<file path="src/rtl/fifo_tek_pkg.sv">
// rtl/fifo_tek_pkg.sv - shared defaults and pointer/count types for the byte FIFO
package fifo_tek_pkg;

    localparam int DATA_W_DEF = 8;
    localparam int DEPTH_DEF  = 8;
    localparam int AW         = $clog2(DEPTH_DEF);

    typedef logic [AW-1:0] ptr_t;
    typedef logic [AW:0]   cnt_t;

endpackage

</file>
<file path="src/rtl/fifo_tek_mem.sv">
// rtl/fifo_tek_mem.sv - DEPTH x DATA_W register array, sync write, async read
module fifo_tek_mem #(
    parameter int DATA_W = 8,
    parameter int DEPTH  = 8,
    parameter int AW     = $clog2(DEPTH)
) (
    input  logic              clk,
    input  logic              we,
    input  logic [AW-1:0]     waddr,
    input  logic [DATA_W-1:0] wdata,
    input  logic [AW-1:0]     raddr,
    output logic [DATA_W-1:0] rdata
);

    logic [DATA_W-1:0] mem [DEPTH];

    // Contents are deliberately left uninitialised across reset.
    always_ff @(posedge clk) begin
        if (we) begin
            mem[waddr] <= wdata;
        end
    end

    assign rdata = mem[raddr];

endmodule

</file>
<file path="src/rtl/fifo_tek.sv">
// rtl/fifo_tek.sv - single-clock byte FIFO with registered read data and flag pulses
module fifo_tek
    import fifo_tek_pkg::*;
#(
    parameter int DATA_W = DATA_W_DEF,
    parameter int DEPTH  = DEPTH_DEF
) (
    input  logic                       clk,
    input  logic                       rst,
    input  logic [DATA_W-1:0]          data_in,
    input  logic                       enable_wrt,
    input  logic                       enable_rd,
    output logic [DATA_W-1:0]          data_out,
    output logic                       full,
    output logic                       empty,
    output logic [$clog2(DEPTH):0]     count,
    output logic                       overflow,
    output logic                       underflow
);

    localparam int             PW       = $clog2(DEPTH);
    localparam logic [PW-1:0]  PTR_ONE  = {{(PW-1){1'b0}}, 1'b1};
    localparam logic [PW:0]    CNT_ONE  = {{PW{1'b0}}, 1'b1};
    localparam logic [PW:0]    CNT_FULL = (PW+1)'(DEPTH);

    logic [PW-1:0]     wr_ptr;
    logic [PW-1:0]     rd_ptr;
    logic [DATA_W-1:0] rd_word;
    logic              rd_ok;
    logic              wr_ok;

    assign full  = (count == CNT_FULL);
    assign empty = (count == '0);

    // A full FIFO still takes a write when the same edge frees a slot.
    assign rd_ok = enable_rd & ~empty;
    assign wr_ok = enable_wrt & (~full | rd_ok);

    fifo_tek_mem #(
        .DATA_W (DATA_W),
        .DEPTH  (DEPTH),
        .AW     (PW)
    ) u_mem (
        .clk    (clk),
        .we     (wr_ok & ~rst),
        .waddr  (wr_ptr),
        .wdata  (data_in),
        .raddr  (rd_ptr),
        .rdata  (rd_word)
    );

    always_ff @(posedge clk) begin
        if (rst) begin
            wr_ptr    <= '0;
            rd_ptr    <= '0;
            count     <= '0;
            data_out  <= '0;
            overflow  <= 1'b0;
            underflow <= 1'b0;
        end else begin
            overflow  <= enable_wrt & full & ~rd_ok;
            underflow <= enable_rd & empty;
            if (rd_ok) begin
                data_out <= rd_word;
                rd_ptr   <= rd_ptr + PTR_ONE;
            end
            if (wr_ok) begin
                wr_ptr <= wr_ptr + PTR_ONE;
            end
            if (wr_ok && !rd_ok) begin
                count <= count + CNT_ONE;
            end else if (rd_ok && !wr_ok) begin
                count <= count - CNT_ONE;
            end
        end
    end

endmodule

</file>
<file path="config.mk">
export PLATFORM = sky130hd
export DESIGN_NAME = fifo_tek
export DESIGN_NICKNAME = d
export VERILOG_FILES = /design/src/rtl/fifo_tek_pkg.sv /design/src/rtl/fifo_tek_mem.sv /design/src/rtl/fifo_tek.sv
export SDC_FILE = /design/constraint.sdc
export NUM_CORES = 1
export LEC_CHECK = 0
export CORE_MARGIN = 1
export CORE_UTILIZATION = 40
export CTS_BUF_LIST = sky130_fd_sc_hd__clkbuf_16
export CTS_CLUSTER_SIZE = 24
export DETAILED_ROUTE_END_ITERATION = 7
export GPL_TIMING_DRIVEN = 0
export PLACE_DENSITY = 0.64
export SLEW_MARGIN = 25
export SYNTH_ARGS = -nofsm -noshare
export SYNTH_HDL_FRONTEND = slang
export SYNTH_SLANG_ARGS = --single-unit
</file>
<file path="constraint.sdc">
create_clock -name clk -period 2.8 [get_ports clk]
set_input_delay 0.42 -clock clk [delete_from_list [all_inputs] [get_ports clk]]
set_output_delay 0.42 -clock clk [all_outputs]
set_load 0.1 [all_outputs]
</file>
Word-level counts from Yosys, hierarchy flattened
Memory sizes are Yosys's and may differ from the RTL's. A register that Yosys moved wholly into a read port is not among the register bits.
Index checks and enable logic that the tools add are counted.
Operators by class
  eq/ne operators: 1
  reduce and logical (&&, ||, !) cells: 6
  bitwise operators: 11
  add/subtract/negate cells: 4
  multiplexer cells: 4
Operator list (number)
  4-bit two-way mux: 2
  3-bit by 1-bit adder with 3-bit output, second input constant: 2
  1-bit bitwise AND: 6
  4-bit by 1-bit adder with 4-bit output, second input constant: 1
  4-bit == test, second input constant: 1
  4-bit zero test: 1
  1-bit NOT: 4
  4-bit by 1-bit subtractor with 4-bit output, second input constant: 1
  1-bit logical AND: 2
  1-bit zero test: 2
  1-bit two-way mux: 2
  2-bit nonzero test: 1
  1-bit bitwise OR: 1
Word-level totals
  memories kept: 1
  output and inout port bits: 16
  bits of input ports: 12
  memory bits (writable): 64
  bits in registers: 12
Memories
  u_mem.mem: words 8, bits a word 8, rd ports 1, clocked after Yosys merged registers in 1, write ports 1, line fifo_tek_mem.sv:15  | logic [DATA_W-1:0] mem [DEPTH];

Depth between registers and ports, before layout
  depth in word-level cells: 9
  depth in mapped cells: 10
  depth with buffers taken out: 10

Hierarchy
Synthesis repeated with hierarchy kept, for this count alone.
Second synthesis, totals
  cell total of the unflattened synthesis: 203
  area total of the unflattened synthesis: 3402.0 µm²
Modules (own cells, without submodules)
  fifo_tek_mem: area each 2531.2 µm², instances 1, cells each 106, sequential area each 1921.8 µm²
  fifo_tek: area each 870.8 µm², instances 1, cells each 97, sequential area each 400.4 µm²

Worst setup path before layout
OpenSTA, ideal clock, no wires.
  path type: flip-flop to flip-flop
  from: register count[0]
  to: register underflow
  cell stages (with the launch flop): 3
  arrival time: 4.209 ns
  slack: -1.485 ns
  required time: 2.724 ns
  path buffers: 0
  setup time: 0.076 ns
  path through: dfxtp_1 -> nor4_1 -> and3b_1
Between the ends
  word-level cells in the longest chain between the ends: 2
RTL lines
  from (decl): line fifo_tek.sv:16  | output logic [$clog2(DEPTH):0] count,
  from (signal assigned): line fifo_tek.sv:71  | count <= count + CNT_ONE;
  from (signal assigned): line fifo_tek.sv:73  | count <= count - CNT_ONE;
  4-bit zero test: line fifo_tek.sv:33  | assign empty = (count == '0);
  net empty: line fifo_tek.sv:15  | output logic empty,
  1-bit bitwise AND: line fifo_tek.sv:62  | underflow <= enable_rd & empty;
  to (signal assigned): line fifo_tek.sv:62
  to (decl): line fifo_tek.sv:18  | output logic underflow
The timed path passes the listed nets, and every way through them passes these cells.
A chain may end at the register's enable or synchronous reset.

Final worst setup path
  from: register count[0]
  to: register count[3]
Between the ends
  word-level cells in the longest chain between the ends: 8
RTL lines
  4-bit zero test: line fifo_tek.sv:33
  1-bit NOT: line fifo_tek.sv:36  | assign rd_ok = enable_rd & ~empty;
  1-bit bitwise AND: line fifo_tek.sv:36
  1-bit bitwise OR: line fifo_tek.sv:37  | assign wr_ok = enable_wrt & (~full | rd_ok);
  1-bit bitwise AND: line fifo_tek.sv:37
  1-bit zero test: line fifo_tek.sv:72  | end else if (rd_ok && !wr_ok) begin
  1-bit logical AND: line fifo_tek.sv:72
  2-bit nonzero test (no source line)
Parallel ways exist; a longest one is shown, timed or not. The select of a mux whose other input is x is not followed.

==> impl_metrics.tcl <==
set metrics [dict create \
    first_global_vias 1878 \
    power.switching_uw 1570 \
    post-route-period-util_pct 94.2 \
    number_of_cells_on_the_worst_hold_path 2 \
    vias 1868 \
    grt_setup_unrepaired "no" \
    clock-root-buffer "clkbuf_16" \
    synth-main-ff-cell "edfxtp_1" \
    core.rowCount 32 \
    worstSetupEndpointType "flip-flop" \
    worst-endpoint-arrival_ns 2.86 \
    drive_gt1_share_pct 25.6 \
    initial_standard_cell_utilization_of_the_core_pct 42.0 \
    syn_to_final_growth_pct 23.6 \
    ys.warnings.count 0 \
    combPwrFrac_pct 35.5 \
    clkLatencyLatePin_ns 0.33 \
    timing_hold_violations_final 0 \
    worst_r2r_start "count[0]$_SDFFE_PP0P_" \
    finalWorstPathRequiredPeriod_ns 2.64 \
    crit_chain "or4b_4 -> o21ai_4 -> inv_4 -> ha_1 -> inv_2 -> ha_1 -> a21oi_2 -> a211oi_1 -> a31oi_1 -> mux2_2" \
    fin_skew_ns 0.00387 \
    ctsHtreeMaxLevel 3 \
    synth_seq_area_share_pct 70.5 \
    io_buffers 26 \
    crit_path_frequent_cell "ha_1" \
    drv_cap 0 \
    number_of_cell_instances_on_the_worst_register_to_register_path 10 \
    r2r_slack_ns 0.16 \
    number_of_sinks_on_the_clock_net 84 \
    core_um2 7850 \
    cts_tree "built" \
    worst_min_path_class "flip-flop to flip-flop" \
    result_of_the_run "complete, no violations" \
    cp_data_required_time_ns 3.02 \
    first_pass_grt_wire_length_um 10300 \
    switching_share_pct 37.1 \
    timing.critical_path.max_delay_family "compound AO/OA/AOI/OAI gates" \
    number_of_instances_in_the_synthesized_netlist 198 \
    timing.hold.worst.start "data_out[4]$_SDFFE_PP0N_" \
    final_core_utilization_pct 51.9 \
    detail_route.first_pass.iterations 4 \
    n_fill_cell 671 \
    die_height_um 92.8 \
    yosys_register_bits 84 \
    worst_setup_hold_path_clk_slew_ns 0.06 \
    cts_buffers 9 \
    netlist_area_um2 3300 \
    vdd_ir_drop_max_uv 644 \
    critPathSlowestCell "or4b_4" \
    power.leakage_uw 0.00136 \
    finish.net_count 259 \
    setup_viol_count_final 0 \
    cellInternalPower_uw 2660 \
    floorplan.die_area_um2 8610 \
    worstHoldEndpoint "data_out[4]$_SDFFE_PP0N_" \
    relSlewSlack_pct 35.0 \
    viasPerCell 5.37 \
    synth.net_count 216 \
    multiInputGateArea_um2 940 \
    die_w_um 92.8 \
    grt.overflow.total 0 \
    gpl.final_weighted_congestion 0.724 \
    total_power_uw 4230 \
    startpoint_type "flip-flop" \
    cts.path.max_buffers 2 \
    detail_route.wl_per_cell_um 18.3 \
    detailed_route_drc_error_count 0 \
    dp_hpwl_um 4140 \
    synthArstFlopShare_pct 0 \
    avgSynthCellArea_um2 16.6 \
    timing.setup.critical_path_class "flip-flop to flip-flop" \
    wirelength_um 6370 \
    power.density_nw_per_um2 1040 \
    r2r-end "count[3]$_SDFFE_PP0P_" \
    antenna_violating_nets_post_route 0 \
    ioPinCount 28 \
    grt_antenna_before_repair 0 \
    n_antenna_cell 0 \
    achievable-frequency_mhz 379 \
    first_iter_violations 75 \
    sequential_cell_area_um2 2330 \
    synth.lib_cells_used.distinct 37 \
    hold_fix_buffers_at_cts 0 \
    track_usage_pct 16.9 \
    timing_worst_slew_pin_value_ns 0.973 \
    power_frac_seq_pct 36.7 \
    critical_path.max_stage_delay_ns 0.58 \
    slew_violations 0 \
    number_of_synthesized_flops_with_an_enable_pin 64 \
    worstPathMaxFanout 7 \
    grt_start_max_net_pins 16 \
    power_frac_clock_pct 27.7 \
    critical_path_buf_inv_count 2 \
]
-- worst register-to-register path: cells and delay by family (launching register included) --
| family | cells | cell delay [ns] |
|---|---|---|
| AOI/OAI and AO/OA | 4 | 0.61 |
| adders and majority gates | 2 | 0.47 |
| buffers and inverters | 2 | 0.16 |
| DFF | 1 | 0.37 |
| muxes | 1 | 0.34 |
| and+or+nand+nor | 1 | 0.58 |
-- layout make-up --
cell class / count / share of cell area [%]
sequential: 84 / 57.3
multi-input combinational: 100 / 23.1
clock inverter: 7 / 1.84
buffer: 10 / 1.32
clock buffer: 9 / 5.53
tap: 102 / 3.13
inverter: 4 / 0.430
timing repair buffer: 32 / 7.34
-- cell usage after synthesis, drive strengths merged, types with 3 or more instances --
| master | instances | area share (%) |
|---|---|---|
| edfxtp | 64 | 58 |
| clkbuf | 5 | 0.61 |
| nor3 | 11 | 1.7 |
| nor2 | 23 | 2.6 |
| o22ai | 8 | 1.5 |
| inv | 4 | 0.53 |
| buf | 5 | 1.0 |
| dfxtp | 20 | 12 |
| ha | 5 | 1.9 |
| xnor2 | 3 | 1.0 |
| mux4 | 16 | 11 |
| nand2 | 9 | 1.1 |
| xor2 | 3 | 0.80 |
| a21oi | 4 | 0.72 |
-- worst max-delay path by stage --
stage                               start                   endpoint  slack (ns)  cells past startpoint
CTS                 count[0]$_SDFFE_PP0P_      count[3]$_SDFFE_PP0P_        0.03                     10
finish              count[0]$_SDFFE_PP0P_      count[3]$_SDFFE_PP0P_        0.16                     10
global route        count[0]$_SDFFE_PP0P_      count[3]$_SDFFE_PP0P_       0.009                     10
floorplan           count[2]$_SDFFE_PP0P_      count[3]$_SDFFE_PP0P_       0.006                     10
global placement                enable_rd  u_mem.mem[0][1]$_DFFE_PP_       -0.65                      3
detailed placement              enable_rd      count[3]$_SDFFE_PP0P_       -0.16                     10
-- layer usage --
layer	wire [um]	up-vias	global-route usage [%]
met4	91	0	5.00
li1	-	857	-
met1	2870	956	21.3
met3	237	10	5.58
met2	3180	45	27.9
met5	0	-	0
-- registers in the layout (all words and copies together) (netlist names) --
register,count
u_mem.mem,64
data_out,8
count,4
rd_ptr,3
wr_ptr,3
overflow,1
underflow,1
-- what timing repair did --
| action | CTS | global route |
|---|---|---|
| pin swaps | 1 | 2 |
| setup buffers | 1 | 1 |
| resized for setup | 1 | 2 |
| setup endpoints to repair | 2 | 1 |
-- kinds of logic (layout without fill, tap and decap cells) --
| kind of cell | count (synthesis) | in the layout | share of synthesized area, % |
|---|---|---|---|
| AOI/OAI and AO/OA | 17 | 17 | 3.72 |
| xor gates and xnor gates | 6 | 6 | 1.82 |
| adders and majority gates | 6 | 6 | 2.51 |
| buffers and inverters | 14 | 62 | 2.16 |
| DFF | 84 | 84 | 70.5 |
| muxes | 18 | 18 | 11.6 |
| and+or+nand+nor | 53 | 53 | 7.75 |
-- power by group through the flow --
| stage | sequential (uW) | combinational (uW) | clock [uW] |
|---|---|---|---|
| 2_1_floorplan | 2050 | 694 | 0 |
| 3_3_place_gp | 1570 | 1480 | 0 |
| 3_5_place_dp | 1580 | 1500 | 0 |
| 4_1_cts | 1550 | 1510 | 1190 |
| 5_1_grt | 1570 | 1600 | 1250 |
| 6_report | 1550 | 1500 | 1170 |
-- cells in the final DEF (no fill, tap or decap), types with 2 or more instances in the layout --
cell type / n
edfxtp_1: 64
clkdlybuf4s50_1: 25
nor2_1: 23
mux4_2: 16
dfxtp_1: 16
clkbuf_16: 9
nand2_1: 8
o22ai_1: 8
nor3_1: 8
buf_4: 5
buf_2: 5
ha_1: 5
clkbuf_1: 4
nor3_2: 3
xor2_1: 3
clkinvlp_4: 3
dfxtp_4: 3
inv_1: 2
nor4_2: 2
xnor2_1: 2
a21oi_1: 2
a21oi_2: 2
inv_6: 2
-- metrics by stage --
step           cell area (um2)  setup TNS (ns)  instances  setup WS [ns]  hold WS (ns)
2_1_floorplan             3310               0        198        0.00605         0.492
3_3_place_gp              3700          -10.14        326         -0.648         0.480
3_5_place_dp              3750          -0.161        330         -0.161         0.482
4_1_cts                   4060               0        347         0.0279         0.496
5_1_grt                   4070               0        348        0.00944         0.523
6_report                  4070               0        348          0.162         0.492
Power figures use the tool's default switching activity.
